`config.mk`:
```
export PLATFORM = sky130hd
export DESIGN_NAME = control_sequencer
export DESIGN_NICKNAME = d
export VERILOG_FILES = /design/src/rtl/cpu_pkg.sv /design/src/rtl/step_edge.sv /design/src/rtl/control_sequencer.sv
export SDC_FILE = /design/constraint.sdc
export NUM_CORES = 1
export LEC_CHECK = 0
export BUFFER_PORTS_ARGS = -buffer_cell sky130_fd_sc_hd__buf_4
export CORE_MARGIN = 5
export CORE_UTILIZATION = 30
export DETAILED_ROUTE_END_ITERATION = 6
export PLACE_DENSITY = 0.66
export SLEW_MARGIN = 20
export SYNTH_ARGS = -nofsm -noshare
export SYNTH_HDL_FRONTEND = slang
export SYNTH_SLANG_ARGS = --single-unit
```
`constraint.sdc`:
```
create_clock -name CLK50MHz -period 1.77 [get_ports CLK50MHz]
set_input_delay 0.177 -clock CLK50MHz [delete_from_list [all_inputs] [get_ports CLK50MHz]]
set_output_delay 0.177 -clock CLK50MHz [all_outputs]
set_load 0.03 [all_outputs]
```
`src/rtl/cpu_pkg.sv`:
```
// Purpose: shared CSC244 processor types (opcodes, timesteps, IR field layout)
//          used by the sequencer, ALU and OutputLogic.
package cpu_pkg;

    localparam int unsigned IR_W      = 10;
    localparam int unsigned OP_W      = 3;
    localparam int unsigned RSEL_W    = 2;
    localparam int unsigned IR_OP_LSB = 7;
    localparam int unsigned IR_RX_LSB = 5;
    localparam int unsigned IR_RY_LSB = 3;

    typedef enum logic [OP_W-1:0] {
        OP_LOAD = 3'd0,
        OP_MOV  = 3'd1,
        OP_ADD  = 3'd2,
        OP_SUB  = 3'd3,
        OP_AND  = 3'd4,
        OP_OR   = 3'd5,
        OP_XOR  = 3'd6,
        OP_NOT  = 3'd7
    } opcode_t;

    typedef enum logic [1:0] {
        T0 = 2'd0,
        T1 = 2'd1,
        T2 = 2'd2,
        T3 = 2'd3
    } tstep_t;

endpackage

```
`src/rtl/step_edge.sv`:
```
// Purpose: turns a debounced active-low key level into a single-cycle step
//          pulse on its falling edge.
// Ports:
//   i_clk    system clock
//   i_rst_n  async active-low reset
//   i_key_n  debounced key level, pressed = 0
//   o_stp_c  combinational pulse, high for the one cycle after the press
module step_edge (
    input  logic i_clk,
    input  logic i_rst_n,
    input  logic i_key_n,
    output logic o_stp_c
);

    logic r_key_prev;

    // Resets to 0 so a key held through reset must be released before it counts.
    always_ff @(posedge i_clk or negedge i_rst_n) begin
        if (!i_rst_n) begin
            r_key_prev <= 1'b0;
        end else begin
            r_key_prev <= i_key_n;
        end
    end

    assign o_stp_c = r_key_prev & ~i_key_n;

endmodule

```
`src/rtl/control_sequencer.sv`:
```
// Purpose: instruction sequencer for the CSC244 processor. Captures an
//          instruction from the switches at T0 and walks it through T1..T3,
//          one timestep per key press, driving bus enables and load pulses.
// Ports:
//   CLK50MHz     system clock
//   RSTb         async active-low reset
//   STEPb        debounced step key, pressed = 0
//   IN_DATA_BUS  switches: instruction at T0, immediate at LOAD T1
//   EXT_EN       level: switches drive BUS
//   ROUT         level, one-hot/zero: register drives BUS
//   G_OUT        level: G drives BUS
//   RIN          pulse: register loads BUS
//   A_LD, G_LD   pulse: A loads BUS / G loads ALU result
//   ALU_OP       level: IR opcode
//   REG_SEL      level: IR.Rx for the display
//   TIME         current timestep
//   DONE         level: current timestep is the instruction's last
module control_sequencer
    import cpu_pkg::*;
#(
    parameter int unsigned W    = 10,
    parameter int unsigned NREG = 4
) (
    input  logic                    CLK50MHz,
    input  logic                    RSTb,
    input  logic                    STEPb,
    input  logic [W-1:0]            IN_DATA_BUS,
    output logic                    EXT_EN,
    output logic [NREG-1:0]         ROUT,
    output logic                    G_OUT,
    output logic [NREG-1:0]         RIN,
    output logic                    A_LD,
    output logic                    G_LD,
    output logic [OP_W-1:0]         ALU_OP,
    output logic [$clog2(NREG)-1:0] REG_SEL,
    output logic [1:0]              TIME,
    output logic                    DONE
);

    localparam int unsigned RX_W = $clog2(NREG);

    logic            w_stp_c;
    tstep_t          r_time;
    tstep_t          w_time_next;
    logic [W-1:0]    r_ir;
    opcode_t         w_op;
    logic [RX_W-1:0] w_rx;
    logic [RX_W-1:0] w_ry;
    logic [NREG-1:0] w_rx_oh;
    logic [NREG-1:0] w_ry_oh;
    logic            w_ext_en;
    logic [NREG-1:0] w_rout;
    logic            w_g_out;
    logic [NREG-1:0] w_rin;
    logic            w_a_ld;
    logic            w_g_ld;
    logic            w_done;
    logic            w_ir_ld;
    logic            w_legal;
    logic            w_unused_ir_lsbs;

    step_edge u_step_edge (
        .i_clk   (CLK50MHz),
        .i_rst_n (RSTb),
        .i_key_n (STEPb),
        .o_stp_c (w_stp_c)
    );

    // IR field decode
    assign w_op             = opcode_t'(r_ir[IR_OP_LSB +: OP_W]);
    assign w_rx             = r_ir[IR_RX_LSB +: RX_W];
    assign w_ry             = r_ir[IR_RY_LSB +: RX_W];
    assign w_rx_oh          = NREG'(1) << w_rx;
    assign w_ry_oh          = NREG'(1) << w_ry;
    assign w_unused_ir_lsbs = ^r_ir[IR_RY_LSB-1:0];

    // Timestep and instruction register
    always_ff @(posedge CLK50MHz or negedge RSTb) begin
        if (!RSTb) begin
            r_time <= T0;
            r_ir   <= '0;
        end else begin
            r_time <= w_time_next;
            if (w_ir_ld) begin
                r_ir <= IN_DATA_BUS;
            end
        end
    end

    // Per-timestep decode; *_ld/w_rin are pulse candidates gated by the step below
    always_comb begin
        w_ext_en    = 1'b0;
        w_rout      = '0;
        w_g_out     = 1'b0;
        w_rin       = '0;
        w_a_ld      = 1'b0;
        w_g_ld      = 1'b0;
        w_done      = 1'b0;
        w_ir_ld     = 1'b0;
        w_legal     = 1'b1;
        w_time_next = r_time;

        case (r_time)
            T0: begin
                w_ext_en = 1'b1;
                w_ir_ld  = w_stp_c;
            end
            T1: begin
                case (w_op)
                    OP_LOAD: begin
                        w_ext_en = 1'b1;
                        w_rin    = w_rx_oh;
                        w_done   = 1'b1;
                    end
                    OP_MOV: begin
                        w_rout = w_ry_oh;
                        w_rin  = w_rx_oh;
                        w_done = 1'b1;
                    end
                    OP_NOT: begin
                        w_rout = w_ry_oh;
                        w_g_ld = 1'b1;
                    end
                    default: begin
                        w_rout = w_rx_oh;
                        w_a_ld = 1'b1;
                    end
                endcase
            end
            T2: begin
                case (w_op)
                    OP_LOAD, OP_MOV: w_legal = 1'b0;
                    OP_NOT: begin
                        w_g_out = 1'b1;
                        w_rin   = w_rx_oh;
                        w_done  = 1'b1;
                    end
                    default: begin
                        w_rout = w_ry_oh;
                        w_g_ld = 1'b1;
                    end
                endcase
            end
            T3: begin
                case (w_op)
                    OP_LOAD, OP_MOV, OP_NOT: w_legal = 1'b0;
                    default: begin
                        w_g_out = 1'b1;
                        w_rin   = w_rx_oh;
                        w_done  = 1'b1;
                    end
                endcase
            end
            default: w_legal = 1'b0;
        endcase

        // A timestep the opcode never reaches falls straight back to T0
        if (!w_legal) begin
            w_time_next = T0;
        end else if (w_stp_c) begin
            w_time_next = w_done ? T0 : tstep_t'(2'(r_time + 2'd1));
        end
    end

    // In reset r_time=T0 and r_ir=0, so EXT_EN is the only level needing a reset gate;
    // the step pulse is already 0 because the key history resets to 0.
    assign EXT_EN  = w_ext_en & RSTb;
    assign ROUT    = w_rout;
    assign G_OUT   = w_g_out;
    assign RIN     = w_rin & {NREG{w_stp_c}};
    assign A_LD    = w_a_ld & w_stp_c;
    assign G_LD    = w_g_ld & w_stp_c;
    assign ALU_OP  = r_ir[IR_OP_LSB +: OP_W];
    assign REG_SEL = w_rx;
    assign TIME    = r_time;
    assign DONE    = w_done;

    // At most one bus driver at a time
    a_bus_onehot0: assert property (@(posedge CLK50MHz) disable iff (!RSTb)
        $onehot0({EXT_EN, ROUT, G_OUT}));

endmodule

```
Word level (Yosys, flattened, before mapping)
Cells that the tools add are included.
{"block": "classes", "n_addsub": 1, "eq_ne": 6, "shifts": 2, "mux": 22, "n_bitwise": 6, "reduce_logical": 5}
{"operator": "4-bit 2-to-1 mux", "count": 4}
{"operator": "4-bit one-hot mux with 2 select lines", "count": 2}
{"operator": "4-bit one-hot mux with 3 select lines", "count": 1}
{"operator": "1-bit one-hot mux with 2 select lines", "count": 4}
{"operator": "1-bit by 2-bit left shift with 4-bit output, first input constant", "count": 2}
{"operator": "1-bit 2-to-1 mux", "count": 7}
{"operator": "2-bit 2-to-1 mux", "count": 3}
{"operator": "1-bit AND", "count": 4}
{"operator": "4-bit AND", "count": 1}
{"operator": "2-bit equality test, second input constant", "count": 2}
{"operator": "2-bit OR reduction", "count": 2}
{"operator": "3-bit by 1-bit equality test with 1-bit output, second input constant", "count": 1}
{"operator": "3-bit equality test, second input constant", "count": 1}
{"operator": "3-bit zero test", "count": 1}
{"operator": "1-bit one-hot mux with 3 select lines", "count": 1}
{"operator": "3-bit OR reduction", "count": 1}
{"operator": "2-bit by 1-bit adder with 2-bit output, second input constant", "count": 1}
{"operator": "2-bit by 1-bit equality test with 1-bit output, second input constant", "count": 1}
{"operator": "2-bit zero test", "count": 1}
{"operator": "2-bit inequality test, second input constant", "count": 1}
{"operator": "1-bit inverter", "count": 1}
{"block": "totals", "reg_bits": 13}

Longest topological paths before layout
{"block": "depth", "word_depth": 7, "ltp_mapped": 8}

Cells and area by module
From an unflattened synthesis, not the netlist that was laid out.
{"block": "hier_totals", "cells_unflattened": 90, "hier_area_um2": 814.5}
{"module": "control_sequencer", "instances": 1, "cells_per_inst": 88, "area_each_um2": 775.7}
{"module": "step_edge", "instances": 1, "cells_per_inst": 2, "area_each_um2": 38.8}

Worst setup path after synthesis
OpenSTA, ideal clock, no wires.
{"block": "synth_timing", "path_type": "register -> output", "startpoint": "reg r_time[1], in the netlist TIME[1]", "endpoint": "out ROUT[1]", "t_arrival_ns": 2.129, "t_required_ns": 1.593, "slack_ns": -0.536, "path_stages_with_launch": 7, "n_path_buf": 0, "cell_sequence": "dfrtp_1 inv_1 ha_1 and3b_1 a211oi_1 a31o_2 o32ai_1"}
{"block": "synth_via", "elab_chain_cells": 2, "word_cells_on_any_way": 3, "classes_between": "eq/ne: 2; mux: 1"}
{"item": "start, declared", "line_no": "control_sequencer.sv:43", "text": "tstep_t r_time;"}
{"item": "start signal, assigned", "line_no": "control_sequencer.sv:83", "text": "r_time <= w_time_next;"}
{"item": "2-bit equality test / 2-bit by 1-bit equality test with 1-bit output (equally long branches)", "line_no": "control_sequencer.sv:103", "text": "case (r_time)"}
{"item": "4-bit one-hot mux with 2 select lines *", "line_no": "control_sequencer.sv:103"}
{"item": "end, declared", "line_no": "control_sequencer.sv:29", "text": "output logic [NREG-1:0] ROUT,"}
Every way passes the cells marked *; elsewhere a longest branch is shown, timed or not.

Worst setup path in the final report
{"block": "layout_timing", "startpoint": "reg r_time[1], in the netlist TIME[1]", "endpoint": "out RIN[1]"}
{"block": "layout_via", "elab_chain_cells": 3, "word_cells_on_any_way": 5, "classes_between": "eq/ne: 3; mux: 1; bitwise: 1"}
{"item": "2-bit equality test / 2-bit by 1-bit equality test with 1-bit output (equally long branches)", "line_no": "control_sequencer.sv:103"}
{"item": "4-bit one-hot mux with 3 select lines *", "line_no": "control_sequencer.sv:103"}
{"item": "4-bit AND *", "line_no": "control_sequencer.sv:170", "text": "assign RIN = w_rin & {NREG{w_stp_c}};"}
{"item": "end, declared", "line_no": "control_sequencer.sv:31", "text": "output logic [NREG-1:0] RIN,"}
Marks and branches as above.

==> results.ini <==
[die]
rows = 19
dieArea_mm2 = 0.00402
start_util_pct = 31.3
core_mm2 = 0.00273
die_y_um = 63.4
ioPinCount = 33
die_x_um = 63.4

[synth]
yosys.cell_types.count = 36
syn_area_per_cell_um2 = 9.20
yosys-top-cells-area = dfrtp_1, mux2_1, ha_1, buf_4, nand2_1
synth_top_area_cell = dfrtp_1
synth_area_um2 = 856
ys_seq_area_share_pct = 29.2
yosys_warnings = 0
synth_top_area_share_pct = 29.2
synth_seq_cells = 10
syn-instance-count = 93
synth_fp_nets = 110

[routing]
initialDrtViolationCount = 26
totalWireLength_um = 2270
drc = 0
antenna_left = 0
dr.pass1.iters = 4
num_vias = 828
wire_per_inst_um = 13.5
vias_per_cell = 4.93

[sta]
timing.final.crit_share_pct = 118
layout_min_cycle_time_ps = 2090
setup_ws_ps = -317
skew_ps = 2.57
relSlewSlack_pct = 64.9
tns_ps = -2510
finalSetupViolations = 11
fmaxAchievable_ghz = 0.479
hold_violations = 0
worst_slew_pin_slew_ps = 526
rsz0062_at_grt = true
finalMaxSlewViolations = 0
hold_ws_ps = 24.7

[placed_design]
io_buffers = 29
place_inst = 159
dp_hpwl_um = 1790
gp_congestion = 0.867

[clocking]
cts.htree.levels = 1
clk_pin_slew_ps = 70
cts_tree = yes
cts_made_buffers = 3
clk_latency_ps = 270
cts.sinks = 10
cts_buffer_depth = 2
cts_root_buffer = clkbuf_4

[layout]
multi_input_area_um2 = 609
syn_to_final_growth_pct = 63.6
nNetsFinal = 155
fin_cells = 168
antenna-diode-count = 0
final-seq-area_um2 = 253
drive_above_1_share_pct = 57.7
fill_cells = 249

[hold_path]
min_from = STEPb
whs_path_depth = 1
holdPathEnd = u_step_edge.r_key_prev
hold_path_class = in -> reg

[grt]
grt.overflow.total = 0
grt_max_degree = 15
globalRouteTotalUtil_pct = 11.8
antenna_found_initial = 0
grt_pass1_vias = 873
grt_pass1_wl_um = 3900

[critical_path]
end_kind = primary output
startpoint = TIME[1]
crit_type = reg -> out
r2r-start = TIME[1]
r2r_slack_ps = 100
cp_slowest_cell = dfrtp_2
required_ps = 1590
arrival_ps = 1910
r2r-end = TIME[1]
cp_max_fo = 5
reg2reg_depth = 7
start_kind = flop
crit_path_cell_trace = inv_2 > ha_4 > mux2i_1 > or3_4 > and2_4 > buf_12 > nor3_4 > buf_6
cpPeakStageDelay_ps = 430

[run_status]
status = finished, violations left
violations = setup timing

[pwr]
p_per_area_mw_per_mm2 = 1850
p_leak_nw = 0.622
ir_worst_vdd_uv = 1070

[run]
cap_viol_max_count = 0

-- area by class of cell --
| type | count | area share (%) |
|---|---|---|
| timing repair buffer | 50 | 31.7 |
| clock buffer | 4 | 2.59 |
| sequential | 10 | 18.1 |
| tap | 31 | 2.77 |
| multi-input combinational | 68 | 43.5 |
| inverter | 5 | 1.34 |
-- Yosys cell counts (all sizes together) --
cell	n
buf	10
dfrtp	10
nand2	10
mux2	7
nand3	6
inv	5
nor2	5
ha	4
o21ai	4
nand2b	3
nor3	3
nand4	2
nor2b	2
o22ai	2
o32ai	2
or3	2
a211oi	1
a21boi	1
a21oi	1
a2bb2o	1
a31o	1
a32o	1
a32oi	1
and2	1
and3	1
and3b	1
mux2i	1
nand3b	1
nor3b	1
nor4	1
o21a	1
or2	1
-- cell usage in the layout (no fill, tap or decap), types with 3 or more instances in the layout --
master    instances
dfrtp_1           8
nand2_1          10
mux2_1            7
nor2_1            5
nand3_1           6
inv_2             3
clkbuf_4          3
ha_2              3
nand2b_1          3
nor3_4            3
buf_4            36
buf_6            11
-- metrics by stage --
step           instance area [um^2]  util, %  power [mW]  setup WS (ps)
3_3_place_gp                   1250     45.7        2.15          -99.2
5_1_grt                        1400     51.2        2.77           -397
3_5_place_dp                   1250     45.7        2.18           -141
4_1_cts                        1390     50.9        2.58           -316
6_report                       1400     51.2        2.59           -317
2_1_floorplan                   918        -        1.61           -329
-- sequential cells by signal (all words and copies together), names as in the netlist --
name                    cells
TIME                        2
r_ir                        7
u_step_edge.r_key_prev      1
-- worst max-delay path by stage --
stage | endpoint | slack (ps)
after floorplan | RIN[0] | -330
after global placement | RIN[0] | -100
after detailed placement | RIN[0] | -140
after CTS | RIN[1] | -320
after global routing | RIN[1] | -400
final | RIN[1] | -320
-- per-layer routing --
layer,wire [um],global-route usage (%),vias to the layer above
met5,0,0,-
met4,45,5.45,0
met3,124,1.95,4
met2,1190,20.8,20
met1,907,13.7,385
li1,-,-,419
-- worst max-delay path, delay by kind of cell, from the launching register on --
kind | cells | cell delay, ps
adder cells (fa/ha/maj) | 1 | 140
buffers and inverters | 3 | 360
flip-flops | 1 | 430
multiplexers | 1 | 60
AND/OR/NAND/NOR | 3 | 630
-- cell families (layout without fill, tap and decap cells) --
family,count (synthesis),in the layout,share of synthesized area [%]
compound gates,16,16,15.5
fa+ha+maj,4,4,5.85
buf+inv,15,59,10.5
flops,10,10,29.2
mux,8,8,10.4
simple gates,40,40,28.5
-- power by group --
group / switching (mW) / internal [mW]
clock: 0.0896 / 0.125
combinational: 0.971 / 0.910
sequential: 0.156 / 0.335
-- repair_timing --
| item | CTS | global route |
|---|---|---|
| resized for setup | 17 | 2 |
| hold buffers | 1 | 0 |
| pin swaps | 7 | 2 |
| setup buffers | 4 | 0 |
| endpoints found under the setup margin | 12 | 12 |
| endpoints found under the hold margin | 10 | 0 |
(Power assumes the default switching activity.)
